### src/rtl/pulse_pkg.sv
// Shared definitions for the pulse generator command path: command codes,
// command-word field positions and the byte assembler state encodings.
package pulse_pkg;

  // Command codes carried in the top byte of every command word.
  localparam logic [7:0] CMD_RESET_CLOCK      = 8'd0;
  localparam logic [7:0] CMD_SEND_PULSE       = 8'd1;
  localparam logic [7:0] CMD_SET_PERIOD       = 8'd2;
  localparam logic [7:0] CMD_SET_PHASE_MEAS   = 8'd3;
  localparam logic [7:0] CMD_RESET_PHASE_MEAS = 8'd4;
  localparam logic [7:0] CMD_MAX              = 8'd4;

  // Big-endian command word layout: command | coarse | fine.
  localparam int unsigned CMD_MSB    = 31;
  localparam int unsigned CMD_LSB    = 24;
  localparam int unsigned COARSE_MSB = 23;
  localparam int unsigned COARSE_LSB = 8;
  localparam int unsigned FINE_MSB   = 7;
  localparam int unsigned FINE_LSB   = 0;

  // Assembler states; the 8-bit width is exposed directly on state_out.
  typedef enum logic [7:0] {
    S_COLLECT = 8'h00,
    S_PUSH    = 8'h01
  } asm_state_e;

  // Extract the command code from an assembled word.
  function automatic logic [7:0] cmd_field(input logic [31:0] word);
    return word[CMD_MSB:CMD_LSB];
  endfunction

endpackage

### src/rtl/pulse_cmd_assembler_sat_counter.sv
// sat_counter: saturating up-counter with increment enable and synchronous
// clear, used for the assembler's software-visible status counters.
module sat_counter #(
  parameter int unsigned W = 16
) (
  input  logic         clk,
  input  logic         rst,
  input  logic         clr_i,
  input  logic         inc_i,
  output logic [W-1:0] count_o
);

  logic [W-1:0] cnt_d;
  logic [W-1:0] cnt_q;

  // Next count: clear wins, otherwise step up until all ones and stick there.
  always_comb begin
    // NOTE: cnt_d gets a default before any branch so no path leaves it unassigned (no latch).
    cnt_d = cnt_q;
    if (clr_i) begin
      cnt_d = '0;
    end else if (inc_i && (cnt_q != '1)) begin
      cnt_d = cnt_q + 1'b1;
    end
  end

  // Count register, cleared by the asynchronous active-low reset.
  always_ff @(posedge clk or negedge rst) begin
    if (!rst) begin
      cnt_q <= '0;
    end else begin
      // NOTE: state registers use non-blocking assignment so every flop samples pre-edge values.
      cnt_q <= cnt_d;
    end
  end

  assign count_o = cnt_q;

endmodule

### src/rtl/pulse_cmd_assembler.sv
// pulse_cmd_assembler: packs host bytes (valid/ready) into big-endian 32-bit
// command words and writes them into the pulse generator command FIFO.
// Partial words idle for TIMEOUT_CYCLES clocks are discarded and counted.
// Build option: define CMD_FILTER_EN to drop words whose command code is
// above CMD_MAX instead of writing them (counted in reject_count).
module pulse_cmd_assembler
  import pulse_pkg::*;
#(
  parameter int unsigned TIMEOUT_CYCLES = 1000000,
  parameter int unsigned CNT_W          = 16
) (
  input  logic             clk,
  input  logic             rst,
  input  logic [7:0]       s_byte_data,
  input  logic             s_byte_valid,
  output logic             s_byte_ready,
  input  logic             fifo_full,
  output logic [31:0]      fifo_data,
  output logic             fifo_write,
  output logic [31:0]      word_count,
  output logic [CNT_W-1:0] timeout_count,
  output logic [CNT_W-1:0] reject_count,
  output logic [7:0]       state_out
);

  // The idle timer only ever needs to reach TIMEOUT_CYCLES-1.
  localparam int unsigned      TMR_W    = (TIMEOUT_CYCLES > 1) ? $clog2(TIMEOUT_CYCLES) : 1;
  localparam logic [TMR_W-1:0] TMR_LAST = TMR_W'(TIMEOUT_CYCLES - 1);

  asm_state_e       state_q;
  logic [1:0]       byte_idx_q;
  logic [31:0]      word_q;
  logic [TMR_W-1:0] timer_q;
  logic [31:0]      fifo_data_q;
  logic             fifo_write_q;
  logic [31:0]      word_count_q;

  logic handshake;
  logic expire;
  logic reject;
  logic illegal;

  // Per-cycle events shared by the FSM and the status counters.
  always_comb begin
    handshake = s_byte_valid && (state_q == S_COLLECT);
    // A byte arriving on the expiry cycle takes priority over the timeout.
    expire    = (state_q == S_COLLECT) && (byte_idx_q != 2'd0) && !handshake
                && (timer_q == TMR_LAST);
    illegal   = (state_q != S_COLLECT) && (state_q != S_PUSH);
`ifdef CMD_FILTER_EN
    // Unknown command codes are dropped whether or not the FIFO has room.
    reject    = (state_q == S_PUSH) && (cmd_field(word_q) > CMD_MAX);
`else
    reject    = 1'b0;
`endif
  end

  // Assembler FSM with registered FIFO write port.
  always_ff @(posedge clk or negedge rst) begin
    if (!rst) begin
      state_q      <= S_COLLECT;
      byte_idx_q   <= 2'd0;
      word_q       <= '0;
      timer_q      <= '0;
      fifo_data_q  <= '0;
      fifo_write_q <= 1'b0;
      word_count_q <= '0;
    end else begin
      // Write strobe is a one-cycle pulse unless re-asserted below.
      fifo_write_q <= 1'b0;
      case (state_q)
        S_COLLECT: begin
          if (handshake) begin
            word_q  <= {word_q[23:0], s_byte_data};
            timer_q <= '0;
            if (byte_idx_q == 2'd3) begin
              byte_idx_q <= 2'd0;
              state_q    <= S_PUSH;
            end else begin
              byte_idx_q <= byte_idx_q + 2'd1;
            end
          end else if (byte_idx_q == 2'd0) begin
            timer_q <= '0;
          end else if (expire) begin
            // Partial bytes are simply forgotten; the next word shifts in fresh.
            byte_idx_q <= 2'd0;
            timer_q    <= '0;
          end else begin
            timer_q <= timer_q + 1'b1;
          end
        end
        S_PUSH: begin
          if (reject) begin
            state_q <= S_COLLECT;
          end else if (!fifo_full) begin
            fifo_data_q  <= word_q;
            fifo_write_q <= 1'b1;
            word_count_q <= word_count_q + 32'd1;
            state_q      <= S_COLLECT;
          end
        end
        default: begin
          state_q      <= S_COLLECT;
          byte_idx_q   <= 2'd0;
          word_q       <= '0;
          timer_q      <= '0;
          fifo_data_q  <= '0;
          word_count_q <= '0;
        end
      endcase
    end
  end

  sat_counter #(.W(CNT_W)) u_timeout_cnt (
    .clk     (clk),
    .rst     (rst),
    .clr_i   (illegal),
    .inc_i   (expire),
    .count_o (timeout_count)
  );

`ifdef CMD_FILTER_EN
  sat_counter #(.W(CNT_W)) u_reject_cnt (
    .clk     (clk),
    .rst     (rst),
    .clr_i   (illegal),
    .inc_i   (reject),
    .count_o (reject_count)
  );
`else
  assign reject_count = '0;
`endif

  assign s_byte_ready = (state_q == S_COLLECT);
  assign fifo_data    = fifo_data_q;
  assign fifo_write   = fifo_write_q;
  assign word_count   = word_count_q;
  assign state_out    = state_q;

endmodule

### config.mk
export PLATFORM = sky130hd
export DESIGN_NAME = pulse_cmd_assembler
export DESIGN_NICKNAME = d
export VERILOG_FILES = /design/src/rtl/pulse_pkg.sv /design/src/rtl/pulse_cmd_assembler_sat_counter.sv /design/src/rtl/pulse_cmd_assembler.sv
export SDC_FILE = /design/constraint.sdc
export NUM_CORES = 1
export LEC_CHECK = 0
export CORE_MARGIN = 1
export CORE_UTILIZATION = 30
export DETAILED_ROUTE_END_ITERATION = 16
export PLACE_DENSITY = 0.6
export SYNTH_ARGS = -nofsm -noshare
export SYNTH_HDL_FRONTEND = slang
export SYNTH_SLANG_ARGS = --single-unit
### constraint.sdc
create_clock -name clk -period 5.7 [get_ports clk]
set_input_delay 0.855 -clock clk [delete_from_list [all_inputs] [get_ports clk]]
set_output_delay 0.855 -clock clk [all_outputs]
set_load 0.01 [all_outputs]
==> results.md, run 1 <==
| Item | This run | Unit |
|---|---|---|
| Number of enable flip-flop cells after synthesis | 0 | - |
| Number of cell instances on the worst register-to-register path | 9 | - |
| Sw Ratio | 29.8 | % |
| Gate power share | 24.1 | % |
| Number of max-cap violations | 0 | - |
| Most common cell after layout, fill and taps aside | nand2_1 | - |
| Fin crit share | 56.1 | % |
| Effective utilization at floorplan | 30.6 | % |
| Hold Crit Start | word_q[28] | - |
| Global-route wire length before repair | 21.4 | mm |
| Internal power | 0.00224 | W |
| Slew Limit Fails | 0 | - |
| Capturing element type of the critical path | output pin | - |
| Number of buffers created by CTS | 17 | - |
| IO buf count | 94 | - |
| Destination of the worst hold path | fifo_data[28] | - |
| Detail-routed net length per standard cell | 13.7 | um |
| Synth warn | 0 | - |
| FMAX | 312 | MHz |
| Number of setup violations in the final report | 0 | - |
| Met2 track demand over resource | 20.5 | % |
| Placement row count | 51 | - |
| Antenna Nets Post-Route | 0 | - |
| Signal arrival time at the worst endpoint | 2.35 | ns |
| Number of failing hold endpoints at the final stage | 0 | - |
| Worst ir drop on vdd | 244 | uV |
| Count of clock tree sinks | 136 | - |
| Count of cell types in the netlist | 41 | - |
| Synthesis-to-finish area growth | 28.3 | % |
| Utilization of the core after routing | 39.3 | % |
| Met3 capacity usage during global routing | 5.77 | % |
| Clock Power Share | 32.7 | % |
| Detailed Place HPWL | 8.48 | mm |
| DRC violations left | 0 | - |
| Via count | 4,295 | - |
| Number of iterations in the first detailed-routing pass | 5 | - |
| Slowest cell on the critical path | dfrtp_1 | - |
| Headroom to the max-slew limit | 25.3 | % |
| Primary FF master, synth | dfrtp_1 | - |
| Switching power of the nets | 0.000951 | W |
| Number of cells upsized or downsized after cts | 0 | - |
| Core Footprint | 19,500 | um2 |
| Synth async-reset ratio | 100 | % |
| Setup TNS | 0 | ns |
| Number of instances in the synthesized netlist | 571 | - |
| Most frequent cells in the layout | nand2_1, dfrtp_1, clkdlybuf4s50_1, xnor2_1, mux2_2 | - |
| Post-synthesis instance area | 5980 | um2 |
| Cell count after placement | 912 | - |
| Number of DRC markers in iteration 0 | 192 | - |
| Top Usage Layer GRT | met2 | - |
| Largest clock skew in the final design | 0.00739 | ns |
| Leakage power total | 3.37 | nW |
| CTS H-tree lvls | 4 | - |
| Unrepaired setup endpoints after global routing | no | - |
| Clk slew on worst S/H paths | 0.06 | ns |
| Largest fanout on the critical path | 20 | - |
| Post-CTS Setup Inserts | 0 | - |
| Highest cell delay on the worst timing path | 0.83 | ns |
| Register-to-Register Setup Slack | 2.61 | ns |
| Number of global-route vias before repair | 4,161 | - |
| Worst slew pin tran | 1.12 | ns |
| Instance count along the most critical hold path | 2 | - |
| Antenna Diode Count | 0 | - |
| GRT Resource Usage Total | 13.6 | % |
| Sequential share of the synthesized area | 56.9 | % |
| Number of buffers added to fix hold violations after cts | 0 | - |
| Buffer type at the clock tree root | clkbuf_16 | - |
| Result of the run | complete, no violations | - |
| Tmin final | 3.20 | ns |
| TritonCTS clock tree | done | - |
| Die area | 20,500 | um2 |
| Share of final-layout standard cells stronger than drive strength 1 | 11.2 | % |
| Clock Latency Late Sink | 0.41 | ns |
| Worst Setup Slack post-DPL | 2.23 | ns |
| Reg-to-reg critical path startpoint | state_out[0] | - |
| Antenna violations before repair | 0 | - |
| Total global routing overflow | 0 | - |
| Data required time of the worst path | 4.85 | ns |
| Fillcell total | 1,965 | - |
| PD cells | 415 | nW/um2 |
| Post-synthesis area per instance | 10.5 | um2 |
| Post-DR vias/cell | 4.55 | - |
| Type of the setup path with the least slack | reg -> out | - |
| Weighted congestion reported at the end of routability-driven placement | 0.794 | - |
| Maximum number of pins on one net before global-route repair | 89 | - |
| CP cell instances | clkinv_1, clkdlybuf4s50_1 | - |
| Least setup slack across all paths after layout | 2.50 | ns |
| Synthesized flop and latch total | 136 | - |
| Flop pwr share | 43.2 | % |
| Number of buffers on the longest clock path | 2 | - |
| Num ports | 118 | - |
| Die boundary width | 143 | um |
| Overall die height | 143 | um |
| Total detailed-routing wirelength | 13.0 | mm |
| Capture instance of the worst register-to-register path | word_count[31] | - |
| Cell Count, Final, Fillers Out | 943 | - |
| CP startpoint kind | flip-flop | - |
| Met1 Track Usage GR | 17.4 | % |
| Final nets | 683 | - |
| Worst min path class | reg -> reg | - |
-- logic make-up (layout without fill, tap and decap cells) --
kind of cell               Yosys count  after routing  share of synthesized area, %
DFF                                136            136                          56.9
AOI/OAI and AO/OA                   48             48                          4.96
and+or+nand+nor                    252            252                          19.3
xor gates and xnor gates            43             43                          6.30
other                                1             23                        0.0627
muxes                               34             34                          6.40
buffers and inverters               52            137                          5.02
adders and majority gates            5              5                          1.05
-- registers in the layout (all words and copies together), names as in the netlist --
signal                 count
byte_idx_q                 2
fifo_data                 32
fifo_write                 1
state_out                  1
timer_q                   20
u_timeout_cnt.count_o     16
word_count                32
word_q                    32
-- synth_stat cells (2+ instances only) --
| master | count | area [um2] |
|---|---|---|
| nor2b_1 | 3 | 18.8 |
| nand2_1 | 141 | 529 |
| and2_1 | 2 | 12.5 |
| ha_1 | 5 | 62.6 |
| nor3_1 | 6 | 30.0 |
| clkbuf_1 | 15 | 56.3 |
| a21oi_1 | 9 | 45.0 |
| a31oi_1 | 9 | 56.3 |
| buf_2 | 3 | 15.0 |
| o31ai_1 | 2 | 15.0 |
| nand3_1 | 27 | 135 |
| and4_1 | 3 | 26.3 |
| and3_1 | 12 | 75.1 |
| nor2_1 | 25 | 93.8 |
| nand4_1 | 20 | 125 |
| a22o_1 | 4 | 35.0 |
| buf_6 | 2 | 22.5 |
| xor2_1 | 6 | 52.6 |
| o21ai_0 | 20 | 100 |
| nor4_1 | 3 | 18.8 |
| buf_4 | 23 | 173 |
| nor4b_1 | 2 | 17.5 |
| inv_1 | 7 | 26.3 |
| xnor2_1 | 37 | 324 |
| dfrtp_1 | 136 | 3400 |
| mux2_2 | 34 | 383 |
-- critical path, delay by kind of cell, from the launching register on --
kind                   cells  cell delay (ns)
DFF                        1             0.83
buffers and inverters      2             1.10
-- metal layers --
layer | wire [um] | part of all wire [%]
met5 | 0 | 0
met4 | 181 | 1.4
met3 | 988 | 7.6
met2 | 5990 | 46
met1 | 5800 | 45
-- power by group through the flow --
stage,clock network [W],registers [W],logic (W)
floorplan,0,0.00139,0.000394
global placement,0,0.00139,0.000770
detailed placement,0,0.00139,0.000778
CTS,0.00107,0.00138,0.000784
global route,0.00111,0.00141,0.000855
finish,0.00104,0.00138,0.000768
-- worst max path at each step --
stage                          endpoint    startpoint  cells past startpoint  slack (ns)
6_report                   s_byte_ready  state_out[0]                      2        2.50
5_1_grt                  word_count[23]  state_out[0]                      9        2.37
4_1_cts                    s_byte_ready  state_out[0]                      2        2.47
3_5_place_dp             word_count[31]     fifo_full                     10        2.23
3_3_place_gp             word_count[23]     fifo_full                     10        2.22
2_1_floorplan  u_timeout_cnt.count_o[8]  s_byte_valid                      6        3.17
-- metrics by stage --
stage	instance area (um2)	total power [W]	hold WS, ns
global placement	7100	0.00216	0.446
detailed placement	7100	0.00217	0.460
global route	7670	0.00338	0.496
finish	7670	0.00319	0.460
floorplan	6060	0.00178	0.435
CTS	7670	0.00323	0.470
-- layout make-up --
cell class | count | area (um2) | share of cell area, %
inverters | 8 | 30.0 | 0.391
clock buffers | 20 | 467 | 6.08
repair buffers | 98 | 972 | 12.7
flip-flops and latches | 136 | 3400 | 44.4
well taps | 265 | 332 | 4.32
multi-input cells | 405 | 2370 | 30.9
clock inverters | 11 | 100 | 1.30
(Power assumes the default switching activity.)
==> run 2: changes to the inputs <==
--- a/config.mk
+++ b/config.mk
@@ -8,7 +8,7 @@
 export CORE_MARGIN = 1
 export CORE_UTILIZATION = 30
 export DETAILED_ROUTE_END_ITERATION = 16
-export PLACE_DENSITY = 0.6
+export PLACE_DENSITY = 0.62
 export SYNTH_ARGS = -nofsm -noshare
 export SYNTH_HDL_FRONTEND = slang
 export SYNTH_SLANG_ARGS = --single-unit
==> constraint.sdc (replaced) <==
create_clock -name clk -period 2.89 [get_ports clk]
set_input_delay 0.4335 -clock clk [delete_from_list [all_inputs] [get_ports clk]]
set_output_delay 0.4335 -clock clk [all_outputs]
set_load 0.01 [all_outputs]
==> run 2 against run 1 <==
Critical path depth is 1 higher; hold slack worse by 0.0017 ns; die area stayed put; non-clock buffer count is 11 higher; count of clock-buffer cells in the layout stayed put; sequential power is 94% higher; final cell count is 1.1% higher.
==> results.md, run 2 (same netlist as run 1, synthesis figures left out) <==
| Item | This run | Unit | vs previous |
|---|---|---|---|
| Num ports | 118 | - | unchanged |
| Worst min path class | reg -> reg | - |  |
| FMAX | 410 | MHz |  |
| Final nets | 694 | - | +1.6% |
| Number of cells upsized or downsized after cts | 0 | - | unchanged |
| Data required time of the worst path | 2.46 | ns | -2.39 ns |
| Highest cell delay on the worst timing path | 0.60 | ns | -0.23 ns |
| Total detailed-routing wirelength | 13.4 | mm | +3.1% |
| Clk slew on worst S/H paths | 0.06 | ns | about the same |
| Antenna Diode Count | 0 | - | unchanged |
| Synthesis-to-finish area growth | 30.1 | % |  |
| Most common cell after layout, fill and taps aside | nand2_1 | - |  |
| Weighted congestion reported at the end of routability-driven placement | 0.777 | - | -2.2% |
| Number of iterations in the first detailed-routing pass | 4 | - | -1 |
| TritonCTS clock tree | done | - |  |
| CP cell instances | buf_4, clkinv_1, clkdlybuf4s50_1 | - |  |
| Clock Latency Late Sink | 0.41 | ns | about the same |
| Maximum number of pins on one net before global-route repair | 51 | - | -43% |
| Number of max-cap violations | 0 | - | unchanged |
| Total global routing overflow | 0 | - | unchanged |
| DRC violations left | 0 | - | unchanged |
| IO buf count | 94 | - | unchanged |
| Headroom to the max-slew limit | 66.4 | % | +41 points |
| Number of buffers on the longest clock path | 2 | - | unchanged |
| Worst ir drop on vdd | 490 | uV | +100% |
| Antenna Nets Post-Route | 0 | - | unchanged |
| Result of the run | complete, no violations | - |  |
| CTS H-tree lvls | 4 | - | unchanged |
| Effective utilization at floorplan | 30.6 | % | unchanged |
| Slowest cell on the critical path | clkdlybuf4s50_1 | - |  |
| Largest clock skew in the final design | 0.00666 | ns | -0.000738 ns |
| Core Footprint | 19,500 | um2 | unchanged |
| Type of the setup path with the least slack | reg -> out | - |  |
| Number of DRC markers in iteration 0 | 168 | - | -13% |
| Fin Hold WS | 0.458 | ns | -0.00173 ns |
| Number of buffers created by CTS | 17 | - | unchanged |
| Count of clock tree sinks | 136 | - | unchanged |
| Signal arrival time at the worst endpoint | 2.00 | ns | -0.35 ns |
| Post-DR vias/cell | 4.58 | - | +0.47% |
| Fin crit share | 84.3 | % |  |
| Detail-routed net length per standard cell | 14.0 | um | +2.0% |
| Die area | 20,500 | um2 | unchanged |
| Detailed Place HPWL | 9.06 | mm | +6.9% |
| Capturing element type of the critical path | output pin | - |  |
| Via count | 4,361 | - | +1.5% |
| PD cells | 822 | nW/um2 | +98% |
| GRT Resource Usage Total | 14.1 | % | +0.43 points |
| Placement row count | 51 | - | unchanged |
| Worst slew pin tran | 0.503 | ns | -0.614 ns |
| Die boundary width | 143 | um | unchanged |
| CP startpoint kind | flip-flop | - |  |
| Unrepaired setup endpoints after global routing | no | - |  |
| Number of setup violations in the final report | 0 | - | unchanged |
| Largest fanout on the critical path | 19 | - | -5.0% |
| Slew Limit Fails | 0 | - | unchanged |
| Antenna violations before repair | 0 | - | unchanged |
| Most frequent cells in the layout | nand2_1, dfrtp_1, clkdlybuf4s50_1, xnor2_1, mux2_2 | - |  |
| Number of buffers added to fix hold violations after cts | 1 | - | +1 |
| Post-CTS Setup Inserts | 0 | - | unchanged |
| Global-route wire length before repair | 22.1 | mm | +3.4% |
| Share of final-layout standard cells stronger than drive strength 1 | 12.2 | % | +1.0 points |
| Number of global-route vias before repair | 4,252 | - | +2.2% |
| Fillcell total | 1,972 | - | +0.36% |
| Setup TNS | 0 | ns | unchanged |
| Buffer type at the clock tree root | clkbuf_16 | - |  |
| Number of failing hold endpoints at the final stage | 0 | - | unchanged |
| Tmin final | 2.44 | ns |  |
| Overall die height | 143 | um | unchanged |
| Leakage power total | 3.43 | nW | +1.8% |
-- run 2: cell count changes in the layout (fill, tap and decap cells not counted), sizes merged --
cell,delta
buf,+10
clkinv,-2
bufinv,+1
dlygate4sd3,+1
-- run 2: cell type report --
type / count / area, um2 / area share (%)
Multi-Input combinational cell: 405 / 2370 / 30.4
Sequential cell: 136 / 3400 / 43.7
Timing Repair Buffer: 109 / 1070 / 13.7
Inverter: 8 / 30.0 / 0.386
Clock buffer: 20 / 457 / 5.87
Clock inverter: 10 / 124 / 1.59
Tap cell: 265 / 332 / 4.26
-- run 2: power breakdown --
| part | internal, W | switching [W] |
|---|---|---|
| combinational | 0.000840 | 0.000753 |
| clock | 0.00131 | 0.000807 |
| sequential | 0.00237 | 0.000315 |
| total | 0.00452 | 0.00188 |
-- run 2: per-stage QoR --
stage	instance area (um2)	setup WS, ns	util (%)	cells	power, W
after floorplan	6060	0.625	-	593	0.00352
after global placement	7190	0.255	36.8	922	0.00430
after detailed placement	7190	0.246	36.8	922	0.00433
after CTS	7780	0.465	39.9	953	0.00649
after global routing	7780	0.289	39.9	953	0.00676
final	7780	0.452	39.9	953	0.00639
-- run 2: layer usage --
layer  wire, um  track usage [%]
met2       6390             22.3
met3        751             4.63
met5          0                0
met4        183             5.09
met1       6030             17.8
-- run 2: final timing paths --
check                              from                  endpoint  slack [ns]  cells past startpoint
max in group asynchronous           rst             fifo_data[13]        1.62                      3
min reg2reg                  word_q[31]             fifo_data[31]        0.46                      2
max                        state_out[0]              s_byte_ready        0.45                      3
min in group asynchronous           rst             fifo_data[15]        0.53                      2
max reg2reg                  timer_q[0]  u_timeout_cnt.count_o[6]        0.48                      8
min                          word_q[31]             fifo_data[31]        0.46                      2
-- run 2: critical path, delay by kind of cell (launching register included) --
family,cells,cell delay [ns]
flip-flops,1,0.37
buffers and inverters,3,1.23
==> run 3: changes to the inputs <==
--- a/config.mk
+++ b/config.mk
@@ -8,7 +8,7 @@
 export CORE_MARGIN = 1
 export CORE_UTILIZATION = 30
 export DETAILED_ROUTE_END_ITERATION = 16
-export PLACE_DENSITY = 0.62
+export PLACE_DENSITY = 0.6
 export SYNTH_ARGS = -nofsm -noshare
 export SYNTH_HDL_FRONTEND = slang
 export SYNTH_SLANG_ARGS = --single-unit
==> constraint.sdc (replaced) <==
create_clock -name clk -period 2.5 [get_ports clk]
set_input_delay 0.375 -clock clk [delete_from_list [all_inputs] [get_ports clk]]
set_output_delay 0.375 -clock clk [all_outputs]
set_load 0.01 [all_outputs]
==> run 3 against run 2 <==
Hold slack worse by 0.040 ns; register-to-register slack worse by 0.35 ns; critical endpoint is now u_timeout_cnt.count_o[8]; clock skew hardly changed; total power is 18% higher; worst setup slack worse by 0.33 ns; first-iteration DRC count is 86% higher; wire length is 1.0% lower; clock power is 21% higher; sequential share of layout area is 0.77 points lower; largest cell class unchanged; final cell count is 1.4% higher; die area stayed put.
==> results.md, run 3 (same netlist as run 1, synthesis figures left out) <==
| Item | This run | Unit | vs previous |
|---|---|---|---|
| Antenna violations before repair | 0 | - | unchanged |
| Clk slew on worst S/H paths | 0.07 | ns | about the same |
| Detailed Place HPWL | 8.86 | mm | -2.2% |
| Num ports | 118 | - | unchanged |
| Worst Setup Slack post-DPL | -0.107 | ns | -0.354 ns |
| Number of max-cap violations | 0 | - | unchanged |
| Via count | 4,304 | - | -1.3% |
| IO buf count | 94 | - | unchanged |
| Slew Limit Fails | 0 | - | unchanged |
| Fin Hold WS | 0.418 | ns | -0.0405 ns |
| Synthesis-to-finish area growth | 32.4 | % |  |
| Utilization of the core after routing | 40.6 | % | +0.71 points |
| Worst ir drop on vdd | 663 | uV | +35% |
| Antenna Diode Count | 0 | - | unchanged |
| Fin crit share | 94.9 | % |  |
| Capturing element type of the critical path | flip-flop | - |  |
| Data required time of the worst path | 2.80 | ns | +0.34 ns |
| Die area | 20,500 | um2 | unchanged |
| Result of the run | complete, no violations | - |  |
| Signal arrival time at the worst endpoint | 2.67 | ns | +0.67 ns |
| CP bufs+invs | 2 | - | -1 |
| Slowest cell on the critical path | or4_4 | - |  |
| Least setup slack across all paths after layout | 0.127 | ns | -0.325 ns |
| Number of iterations in the first detailed-routing pass | 4 | - | unchanged |
| CP cell instances | inv_1, ha_1, or3_4, or4_4, a41oi_4, buf_4, nand4_1, xnor2_1 | - |  |
| CP startpoint kind | flip-flop | - |  |
| Count of clock tree sinks | 136 | - | unchanged |
| Most frequent cells in the layout | nand2_1, dfrtp_1, clkdlybuf4s50_1, xnor2_1, mux2_2 | - |  |
| Type of the setup path with the least slack | reg -> reg | - |  |
| Clock Latency Late Sink | 0.42 | ns | about the same |
| TritonCTS clock tree | done | - |  |
| Setup TNS | 0 | ns | unchanged |
| Post-CTS Setup Inserts | 0 | - | unchanged |
| Effective utilization at floorplan | 30.6 | % | unchanged |
| Gate family responsible for the most delay along the worst path | simple AND/OR/NAND/NOR gates | - |  |
| FMAX | 421 | MHz |  |
| Maximum number of pins on one net before global-route repair | 69 | - | +35% |
| Die boundary width | 143 | um | unchanged |
| Number of buffers created by CTS | 17 | - | unchanged |
| Antenna Nets Post-Route | 0 | - | unchanged |
| Total cell area at the placement stage | 7290 | um2 | +1.3% |
| Total detailed-routing wirelength | 13.2 | mm | -1.0% |
| Leakage power total | 3.51 | nW | +2.3% |
| Final design area excluding fillers | 7920 | um2 | +1.8% |
| Share of final-layout standard cells stronger than drive strength 1 | 14.1 | % | +1.9 points |
| Core Footprint | 19,500 | um2 | unchanged |
| CTS H-tree lvls | 4 | - | unchanged |
| Weighted congestion reported at the end of routability-driven placement | 0.785 | - | +1.1% |
| Highest cell delay on the worst timing path | 0.58 | ns | -0.02 ns |
| Number of buffers on the longest clock path | 2 | - | unchanged |
| Worst min path class | in -> async | - |  |
| Total global routing overflow | 0 | - | unchanged |
| Global-route wire length before repair | 21.8 | mm | -1.7% |
| DRC violations left | 0 | - | unchanged |
| Largest fanout on the critical path | 6 | - | -13 |
| Largest clock skew in the final design | 0.00681 | ns | +0.000157 ns |
| Most common cell after layout, fill and taps aside | nand2_1 | - |  |
| GRT Resource Usage Total | 13.9 | % | -0.20 points |
| Final nets | 705 | - | +1.6% |
| Placement row count | 51 | - | unchanged |
| Number of setup violations in the final report | 0 | - | unchanged |
| Tmin final | 2.37 | ns |  |
| Buffer type at the clock tree root | clkbuf_16 | - |  |
| Number of failing hold endpoints at the final stage | 0 | - | unchanged |
| Number of DRC markers in iteration 0 | 313 | - | +86% |
| Unrepaired setup endpoints after global routing | no | - |  |
| Overall die height | 143 | um | unchanged |
| PD cells | 952 | nW/um2 | +16% |
| Detail-routed net length per standard cell | 13.7 | um | -2.4% |
| Post-DR vias/cell | 4.46 | - | -2.6% |
| Number of global-route vias before repair | 4,232 | - | -0.47% |
| Fillcell total | 1,909 | - | -3.2% |
run 3: changes by cell type in the layout (fill, tap and decap cells not counted):
cell	change
inv_8	+2
clkinv_8	+1
clkinv_4	-4
clkbuf_1	-1
nor4_1	-1
clkbuf_8	-2
nor4_2	+1
inv_6	+7
clkinvlp_4	-1
buf_4	+10
buf_12	+1
a41oi_4	+1
a41oi_2	-1
run 3: area by class of cell:
| class | instances | area (um2) | share of cell area, % |
|---|---|---|---|
| well taps | 265 | 332 | 4.19 |
| flip-flops and latches | 136 | 3400 | 43.0 |
| clock inverters | 15 | 181 | 2.29 |
| clock buffers | 17 | 425 | 5.37 |
| repair buffers | 120 | 1160 | 14.7 |
| multi-input cells | 405 | 2380 | 30.1 |
| inverters | 8 | 30.0 | 0.379 |
run 3: worst reg2reg max path: cells and delay by family (launching register included):
family                   cells  cell delay, ns
AND/OR/NAND/NOR              3            1.04
buffers and inverters        2            0.24
XOR/XNOR                     1            0.15
AO/OA/AOI/OAI                1            0.22
flip-flops                   1            0.39
adder cells (fa/ha/maj)      1            0.22
run 3: power by group:
group | switching [W] | internal (W)
Sequential | 0.000369 | 0.00274
Clock | 0.00105 | 0.00151
Combinational | 0.000881 | 0.000991
Total | 0.00231 | 0.00524
run 3: timing repair:
| item | in CTS | in global routing |
|---|---|---|
| endpoints found under the setup margin | 0 | 1 |
| resized for setup | 0 | 2 |
| hold endpoints to repair | 34 | 0 |
| hold buffers | 1 | 0 |
run 3: worst paths after layout:
kind | slack, ns | endpoint | from | depth (start not counted)
worst max-delay path | 0.13 | u_timeout_cnt.count_o[8] | byte_idx_q[0] | 8
worst min-delay path | 0.42 | fifo_data[8] | rst | 2
worst max register to register | 0.13 | u_timeout_cnt.count_o[8] | byte_idx_q[0] | 8
worst min register to register | 0.47 | fifo_data[27] | word_q[27] | 2
max in group asynchronous | 1.32 | word_count[20] | rst | 3
min in group clk | 0.47 | fifo_data[27] | word_q[27] | 2
run 3: per-stage QoR:
step	power, W	std cells
finish	0.00754	966
global route	0.00800	966
CTS	0.00767	966
global placement	0.00500	933
detailed placement	0.00504	933
floorplan	0.00407	593
run 3: metal layers:
| layer | up-vias | wire length [um] | GRT usage [%] |
|---|---|---|---|
| li1 | 2123 | - | - |
| met1 | 2085 | 6090 | 17.3 |
| met2 | 82 | 6060 | 21.5 |
| met3 | 14 | 881 | 5.57 |
| met4 | 0 | 182 | 4.92 |
| met5 | - | 0 | 0 |
